==> src/rtl/h14tx_encoding_array.sv <==
// Multi-lane HDMI 1.4 TX symbol encoder (TMDS / TERC4 / control / guard).
// Registered output with optional extra stage and a sticky period-sequence checker.
module h14tx_encoding_array #(
  parameter int Chans    = 3,
  parameter int Latency  = 1,
  parameter int CheckSeq = 1
) (
  input  logic                  clk,
  input  logic                  rst,
  input  logic [2:0]            period,
  input  logic [2*Chans-1:0]    ctl,
  input  logic [4*Chans-1:0]    data,
  input  logic [8*Chans-1:0]    video,
  input  logic                  err_clr,
  output logic [10*Chans-1:0]   symbol,
  output logic                  seq_err
);

  localparam logic [2:0] P_CTRL   = 3'd0;
  localparam logic [2:0] P_VPRE   = 3'd1;
  localparam logic [2:0] P_VGUARD = 3'd2;
  localparam logic [2:0] P_VACT   = 3'd3;
  localparam logic [2:0] P_DPRE   = 3'd4;
  localparam logic [2:0] P_DGUARD = 3'd5;
  localparam logic [2:0] P_DACT   = 3'd6;

  localparam logic [9:0] SYM_RST  = 10'b1101010100;
  localparam logic [9:0] GUARD_A  = 10'b1011001100;
  localparam logic [9:0] GUARD_B  = 10'b0100110011;

  function automatic logic [9:0] ctl_sym(input logic [1:0] c);
    case (c)
      2'b00:   return 10'b1101010100;
      2'b01:   return 10'b0010101011;
      2'b10:   return 10'b0101010100;
      default: return 10'b1010101011;
    endcase
  endfunction

  function automatic logic [9:0] terc4(input logic [3:0] d);
    case (d)
      4'h0: return 10'b1010011100;
      4'h1: return 10'b1001100011;
      4'h2: return 10'b1011100100;
      4'h3: return 10'b1011100010;
      4'h4: return 10'b0101110001;
      4'h5: return 10'b0100011110;
      4'h6: return 10'b0110001110;
      4'h7: return 10'b0100111100;
      4'h8: return 10'b1011001100;
      4'h9: return 10'b0100111001;
      4'hA: return 10'b0110011100;
      4'hB: return 10'b1011000110;
      4'hC: return 10'b1010001110;
      4'hD: return 10'b1001110001;
      4'hE: return 10'b0101100011;
      default: return 10'b1011000011;
    endcase
  endfunction

  function automatic logic [3:0] ones8(input logic [7:0] v);
    logic [3:0] n;
    n = 4'd0;
    for (int k = 0; k < 8; k++) n = n + {3'b000, v[k]};
    return n;
  endfunction

  // Returns {next disparity, 10-bit symbol}.
  function automatic logic [15:0] tmds(input logic [7:0] d, input logic signed [5:0] cnt);
    logic [8:0]        qm;
    logic [3:0]        n1d;
    logic [3:0]        n1q;
    logic              use_xnor;
    logic signed [5:0] bal;
    logic signed [5:0] cnt_n;
    logic [9:0]        q;
    n1d      = ones8(d);
    use_xnor = (n1d > 4'd4) || (n1d == 4'd4 && !d[0]);
    qm[0]    = d[0];
    for (int k = 1; k < 8; k++) qm[k] = use_xnor ? ~(qm[k-1] ^ d[k]) : (qm[k-1] ^ d[k]);
    qm[8]    = ~use_xnor;
    n1q      = ones8(qm[7:0]);
    bal      = $signed({1'b0, n1q, 1'b0}) - 6'sd8;
    if (cnt == 6'sd0 || bal == 6'sd0) begin
      q     = {~qm[8], qm[8], (qm[8] ? qm[7:0] : ~qm[7:0])};
      cnt_n = qm[8] ? (cnt + bal) : (cnt - bal);
    end else if ((cnt > 6'sd0 && bal > 6'sd0) || (cnt < 6'sd0 && bal < 6'sd0)) begin
      q     = {1'b1, qm[8], ~qm[7:0]};
      cnt_n = cnt + (qm[8] ? 6'sd2 : 6'sd0) - bal;
    end else begin
      q     = {1'b0, qm[8], qm[7:0]};
      cnt_n = cnt - (qm[8] ? 6'sd0 : 6'sd2) + bal;
    end
    return {cnt_n, q};
  endfunction

  function automatic logic [9:0] run_sat(input logic [9:0] r);
    return (r == 10'h3FF) ? r : r + 10'd1;
  endfunction

  logic [10*Chans-1:0] sym_d;
  logic [10*Chans-1:0] sym_p0;
  logic                viol;
  logic                err_p0;

  for (genvar i = 0; i < Chans; i++) begin : g_lane
    localparam int CH = i % 3;
    logic signed [5:0] cnt_q;
    logic [15:0]       tm;
    logic [9:0]        sym_l;

    always_comb begin
      tm    = tmds(video[8*i +: 8], cnt_q);
      sym_l = ctl_sym(ctl[2*i +: 2]);
      case (period)
        P_VACT:   sym_l = tm[9:0];
        P_DACT:   sym_l = terc4(data[4*i +: 4]);
        P_VGUARD: sym_l = (CH == 1) ? GUARD_B : GUARD_A;
        P_DGUARD: sym_l = (CH == 0) ? terc4(data[4*i +: 4]) : GUARD_B;
        default:  sym_l = ctl_sym(ctl[2*i +: 2]);
      endcase
    end

    // Disparity only survives across consecutive active-video cycles.
    always_ff @(posedge clk) begin
      if (rst || period != P_VACT) cnt_q <= 6'sd0;
      else                         cnt_q <= $signed(tm[15:10]);
    end

    assign sym_d[10*i +: 10] = sym_l;
  end

  if (CheckSeq != 0) begin : g_chk
    logic [2:0] prev_q;
    logic [9:0] run_q;
    logic       lead_q;

    always_comb begin
      viol = 1'b0;
      if (run_q != 10'd0 && period != prev_q) begin
        case (prev_q)
          P_VPRE:   viol = (run_q != 10'd8) || (period != P_VGUARD);
          P_VGUARD: viol = (run_q != 10'd2) || (period != P_VACT);
          P_DPRE:   viol = (run_q != 10'd8) || (period != P_DGUARD);
          P_DGUARD: viol = (run_q != 10'd2) || (lead_q && period != P_DACT);
          P_DACT:   viol = (run_q[4:0] != 5'd0) || (run_q < 10'd32) || (run_q > 10'd576)
                           || (period != P_DGUARD);
          default:  viol = 1'b0;
        endcase
        if (period == P_VGUARD && prev_q != P_VPRE) viol = 1'b1;
        if (period == P_DGUARD && prev_q != P_DPRE && prev_q != P_DACT) viol = 1'b1;
      end
    end

    // run_q == 0 marks "no run yet", so the first run after reset is never judged early.
    always_ff @(posedge clk) begin
      if (rst) begin
        prev_q <= P_CTRL;
        run_q  <= 10'd0;
        lead_q <= 1'b0;
      end else if (run_q == 10'd0 || period != prev_q) begin
        prev_q <= period;
        run_q  <= 10'd1;
        lead_q <= (run_q != 10'd0) && (prev_q == P_DPRE);
      end else begin
        run_q  <= run_sat(run_q);
      end
    end
  end else begin : g_nochk
    assign viol = 1'b0;
  end

  // Stage p0: encoded symbols and sticky error (set beats clear).
  always_ff @(posedge clk) begin
    if (rst) begin
      sym_p0 <= {Chans{SYM_RST}};
      err_p0 <= 1'b0;
    end else begin
      sym_p0 <= sym_d;
      err_p0 <= viol | (err_p0 & ~err_clr);
    end
  end

  if (Latency == 2) begin : g_p1
    logic [10*Chans-1:0] sym_p1;
    logic                err_p1;

    // Stage p1: optional retiming stage.
    always_ff @(posedge clk) begin
      if (rst) begin
        sym_p1 <= {Chans{SYM_RST}};
        err_p1 <= 1'b0;
      end else begin
        sym_p1 <= sym_p0;
        err_p1 <= err_p0;
      end
    end
    assign symbol  = sym_p1;
    assign seq_err = err_p1;
  end else begin : g_p0
    assign symbol  = sym_p0;
    assign seq_err = err_p0;
  end

endmodule

==> config.mk <==
export PLATFORM = sky130hd
export DESIGN_NAME = h14tx_encoding_array
export DESIGN_NICKNAME = d
export VERILOG_FILES = /design/src/rtl/h14tx_encoding_array.sv
export SDC_FILE = /design/constraint.sdc
export NUM_CORES = 1
export LEC_CHECK = 0
export ABC_AREA = 0
export CAP_MARGIN = 15
export CORE_MARGIN = 5
export CORE_UTILIZATION = 35
export CTS_BUF_LIST = sky130_fd_sc_hd__clkbuf_8 sky130_fd_sc_hd__clkbuf_16
export DETAILED_ROUTE_END_ITERATION = 8
export GPL_ROUTABILITY_DRIVEN = 0
export REMOVE_ABC_BUFFERS = 1
export SYNTH_ARGS = -nofsm -noshare
export SYNTH_HDL_FRONTEND = slang
export SYNTH_SLANG_ARGS = --single-unit
==> constraint.sdc <==
create_clock -name clk -period 11.5 [get_ports clk]
set_input_delay 1.15 -clock clk [delete_from_list [all_inputs] [get_ports clk]]
set_output_delay 1.15 -clock clk [all_outputs]
set_load 0.05 [all_outputs]
==> flow_summary.json <==
{
  "crit_family": "adder cells",
  "startpoint": "video[8]",
  "cts.sinks": 60,
  "ys_types": 59,
  "dieArea_mm2": 0.0258,
  "tns_ns": 0,
  "grt_setup_unrepaired": "false",
  "worstSetupEndpoint": "symbol[12]",
  "ys_warn_count": 0,
  "cts.clk_slew.worst_paths_ns": 0.05,
  "syn_avg_cell_area_um2": 8.24,
  "worstMarginPinSlew_ns": 1.07,
  "synth_edf_count": 0,
  "timing.fmax_mhz": 104,
  "setup-violations-final": 0,
  "synth_compound_area_share_pct": 17.6,
  "cts_hold_buf": 0,
  "cp-start-kind": "input port",
  "synthAdderAreaFrac_pct": 30.0,
  "cp.depth": 28,
  "synth_mux_area_share_pct": 1.89,
  "setup_slack_ns": 1.85,
  "required_ns": 11.71,
  "drc": 0,
  "hold_violations": 0,
  "grt_pass1_wl_um": 32000,
  "status": "completed",
  "crit_fanout": 12,
  "via_per_inst": 4.94,
  "synth_top_family_by_area": "adder cells",
  "grt_max_degree": 35,
  "first_pass_iters": 5,
  "area_growth_pct": 16.6,
  "yosys_most_used_dff": "dfxtp_1",
  "syn-instance-count": 964,
  "synth_area_leaders": "ha_1, dfxtp_1, fa_1",
  "postCtsSetupBuffers": 0,
  "async_reset_ff_share_pct": 0,
  "reg2reg_depth": 11,
  "initial_utilization_pct": 35.3,
  "grt_pass1_vias": 6417,
  "ios": 79,
  "hp-class": "register to register",
  "htreeDepth": 3,
  "finalCritPeriodShare_pct": 83.9,
  "io_buffers": 78,
  "rr_endpoint": "g_lane[2].cnt_q[5]",
  "rrSetupSlack_ns": 8.92,
  "cp_num_buf_inv": 6,
  "die_w_um": 161,
  "dp_hpwl_um": 15600,
  "fin_util_pct": 41.2,
  "seq_area_mm2": 0.00120,
  "cts_resized": 0,
  "reg2reg_from": "g_lane[2].cnt_q[1]",
  "final_antenna_net_count": 0,
  "cp-end-kind": "register",
  "worstSkewPairLatency_ns": 0.34,
  "worst-setup-path-type": "input port to register",
  "cpPeakStageDelay_ns": 0.83,
  "dr.first_iter.drc_count": 340,
  "overflow": 0,
  "fin_skew_ns": 0.00872,
  "min_period_ns": 9.65,
  "cts_max_path_buffers": 2,
  "synth_area_leader_cell": "ha_1",
  "place_ws_ns": 1.43,
  "synth_xor_area_share_pct": 14.0,
  "design.core.area_mm2": 0.0225,
  "wl_per_cell_um": 14.5,
  "crit_arrival_ns": 9.86,
  "layout_commonest_cell": "inv_1",
  "post_dp_cell_area_mm2": 0.00900,
  "nets": 1241,
  "wl_um": 19000,
  "die-height_um": 161,
  "cts_tree": "built",
  "drv_cap": 0,
  "mostFrequentLayoutCells": "inv_1, ha_1, nor2_1",
  "antenna_found_initial": 0,
  "grt_use_total_pct": 14.9,
  "placement_rows": 55,
  "synth_seq_cells": 60,
  "syn_area_mm2": 0.00794,
  "drive_gt1_share_pct": 4.07,
  "routed-via-count": 6500,
  "yosysTopAreaCellShare_pct": 19.4,
  "cp_common_cell": "fa_1",
  "slew_viol_final": 0,
  "root_buffer": "clkbuf_16",
  "cts_buffers": 9,
  "ys_seq_area_share_pct": 15.1,
  "whs_path_depth": 2,
  "max_slew_margin_pct": 28.2,
  "finish.instance_area_mm2": 0.00926,
  "synthSimpleGateAreaFrac_pct": 13.2,
  "multi_input_area_mm2": 0.00609,
  "slowest_stage": "o21ai_1",
  "antenna-diode-count": 0,
  "n_fill_cell": 2259
}
through the flow:
stage                     hold WS (ns)  instances
after CTS                        0.537       1316
after global placement           0.515       1301
final                            0.536       1317
after global routing             0.570       1317
after detailed placement         0.528       1301
after floorplan                  0.496        934
flip-flops by register name, summed over array words and instances, names as in the netlist:
register	flops
g_chk.run_q	10
symbol	30
seq_err	1
g_lane.cnt_q	15
g_chk.lead_q	1
g_chk.prev_q	3
layer usage:
layer	vias up	global-route usage, %	share of wire [%]
li1	3349	-	-
met1	3000	20.5	49
met2	129	24.2	45
met3	22	2.34	4.2
met4	0	4.61	1.9
met5	-	0	0
synth_stat cells (all sizes together) (25+ instances only):
library cell  instances
a211oi               25
a21oi                67
clkbuf               28
dfxtp                60
fa                   42
ha                  123
inv                 143
nand2                45
nor2                 80
o21ai                43
xnor2                86
xor2                 27
cell families (layout without fill, tap and decap cells):
family	count (synthesis)	in the layout
compound gates	219	219
simple gates	218	218
buf+inv	174	242
fa+ha+maj	165	165
xor+xnor	113	113
flops	60	60
mux	15	15
worst register-to-register path: stages, from the launching register on:
cell and delay (ns):
dfxtp_1 0.40, inv_1 0.13, fa_1 0.61, inv_1 0.07, fa_1 0.40, inv_1 0.07
a21o_1 0.12, a21oi_1 0.08, xor2_1 0.14, mux2i_1 0.19, xnor2_1 0.09, a211oi_1 0.21
layout make-up:
type	instances	area share [%]
Multi-Input combinational cell	730	65.7
Clock buffer	9	2.43
Sequential cell	60	13.0
Clock inverter	6	0.351
Timing Repair Buffer	83	8.83
Tap cell	285	3.85
Inverter	144	5.84
how the worst min path moves through the flow:
stage / endpoint / from / slack (ns)
finish: g_chk.lead_q / g_chk.lead_q / 0.54
global route: g_chk.lead_q / g_chk.lead_q / 0.57
CTS: g_chk.lead_q / g_chk.lead_q / 0.54
detailed placement: g_chk.lead_q / g_chk.lead_q / 0.53
global placement: g_chk.lead_q / g_chk.lead_q / 0.51
floorplan: g_chk.lead_q / g_chk.lead_q / 0.50
Power is left out: the tool's default activity adds up to more than one toggle a clock period on the data nets, which glitch-free logic cannot reach.
==> variant, RTL diff (same settings) <==
Set the parameter `Chans` to 6 (it was 3).
--- a/src/rtl/h14tx_encoding_array.sv
+++ b/src/rtl/h14tx_encoding_array.sv
@@ -1,7 +1,7 @@
 // Multi-lane HDMI 1.4 TX symbol encoder (TMDS / TERC4 / control / guard).
 // Registered output with optional extra stage and a sticky period-sequence checker.
 module h14tx_encoding_array #(
-  parameter int Chans    = 3,
+  parameter int Chans    = 6,
   parameter int Latency  = 1,
   parameter int CheckSeq = 1
 ) (
Interface: changed (resized ctl, data, symbol and video); port bits go from 79 to 151. The function was not compared with the original's and may differ.
==> variant against the unedited design <==
Critical path depth grew 2. Worst setup slack gained 0.22 ns. Design area grew 85%. Count of clock-buffer cells in the layout is the same. Routed wire length grew 110%. Sequential cell count grew 45. Worst hold slack lost 0.071 ns. Synthesized area grew 86%. Die area grew 79%.
Power is left out: the tool's default activity adds up to more than one toggle a clock period on the data nets, which glitch-free logic cannot reach.
==> variant: results (changes against the unedited design) <==
{
  "grt": {
    "grt_antenna_before_repair": {"value": 2, "change": "+2"},
    "vias_in_the_first_global_route": {"value": 12700, "change": "+97%"},
    "groute.layer.met3.usage": {"value": 0.0218, "change": "-0.00154"},
    "global_route.usage.met2": {"value": 0.302, "change": "+0.0601"},
    "grtUsageMet1": {"value": 0.216, "change": "+0.0115"}
  },
  "setup_path": {
    "reg2regPathDepth": {"value": 6, "change": "-5"},
    "critPathSlowestCell": "sky130_fd_sc_hd__mux2i_1",
    "timing.critical_path.arrival": {"value": 9.67, "unit": "ns", "change": "-0.19 ns"},
    "crit-reg2reg-launch": "g_lane[3].cnt_q[2]$_SDFF_PP0_",
    "rrSetupSlack": {"value": 8.51, "unit": "ns", "change": "-0.41 ns"}
  },
  "timing": {
    "fin_worst_hold_slack": {"value": 0.464, "unit": "ns", "change": "-0.0712 ns"},
    "worst_slew_pin_slew": {"value": 1.04, "unit": "ns", "change": "-0.0323 ns"}
  },
  "cells_and_area": {
    "num_antenna_cells": {"value": 1, "change": "+1"},
    "clkCellAreaFrac": {"value": 0.0177, "change": "-0.0101"},
    "largest_reg_flops": {"value": 60, "change": "+100%"},
    "non_clock_buffer_area_share": {"value": 0.0933, "change": "+0.00493"}
  },
  "yosys": {
    "synth_seq_area_share": {"value": 0.143, "change": "-0.00857"},
    "synthXorXnorAreaFrac": {"value": 0.142, "change": "+0.00259"},
    "area_fraction_in_compound_gates_after_synthesis": {"value": 0.178, "change": "+0.00138"},
    "synth_cell_types": {"value": 76, "change": "+29%"},
    "post_synthesis_mux_area_share": {"value": 0.0164, "change": "-0.00251"}
  },
  "outcome": {
    "run_status": "completed"
  },
  "placement": {
    "dp.cells": {"value": 2416, "change": "+86%"},
    "dpl_worst_slack": {"value": 1.69, "unit": "ns", "change": "+0.261 ns"}
  },
  "route": {
    "drtPass1Iterations": {"value": 7, "change": "+2"},
    "wl_met1": {"value": 18200, "unit": "µm", "change": "+95%"},
    "route.top_layer_used": "met5",
    "postRouteWirelength": {"value": 39500, "unit": "µm", "change": "+110%"},
    "route.vias.total": {"value": 12200, "change": "+87%"}
  }
}
variant: worst max path at each step:
stage                       endpoint  slack, ns  startpoint  cells past startpoint
2_1_floorplan  symbol[44]$_SDFF_PP1_       2.44   video[32]                     28
3_3_place_gp   symbol[30]$_SDFF_PP0_       1.80   video[24]                     30
3_5_place_dp   symbol[50]$_SDFF_PP0_       1.69   video[40]                     30
4_1_cts        symbol[30]$_SDFF_PP0_       2.08   video[24]                     30
5_1_grt        symbol[30]$_SDFF_PP0_       1.63   video[24]                     30
6_report       symbol[30]$_SDFF_PP0_       2.07   video[24]                     30
variant: worst min-delay path, stage by stage, from the launching register on:
cell	delay (ns)
sky130_fd_sc_hd__dfxtp_1	0.32
sky130_fd_sc_hd__nand2b_1	0.06
sky130_fd_sc_hd__o21ai_1	0.05
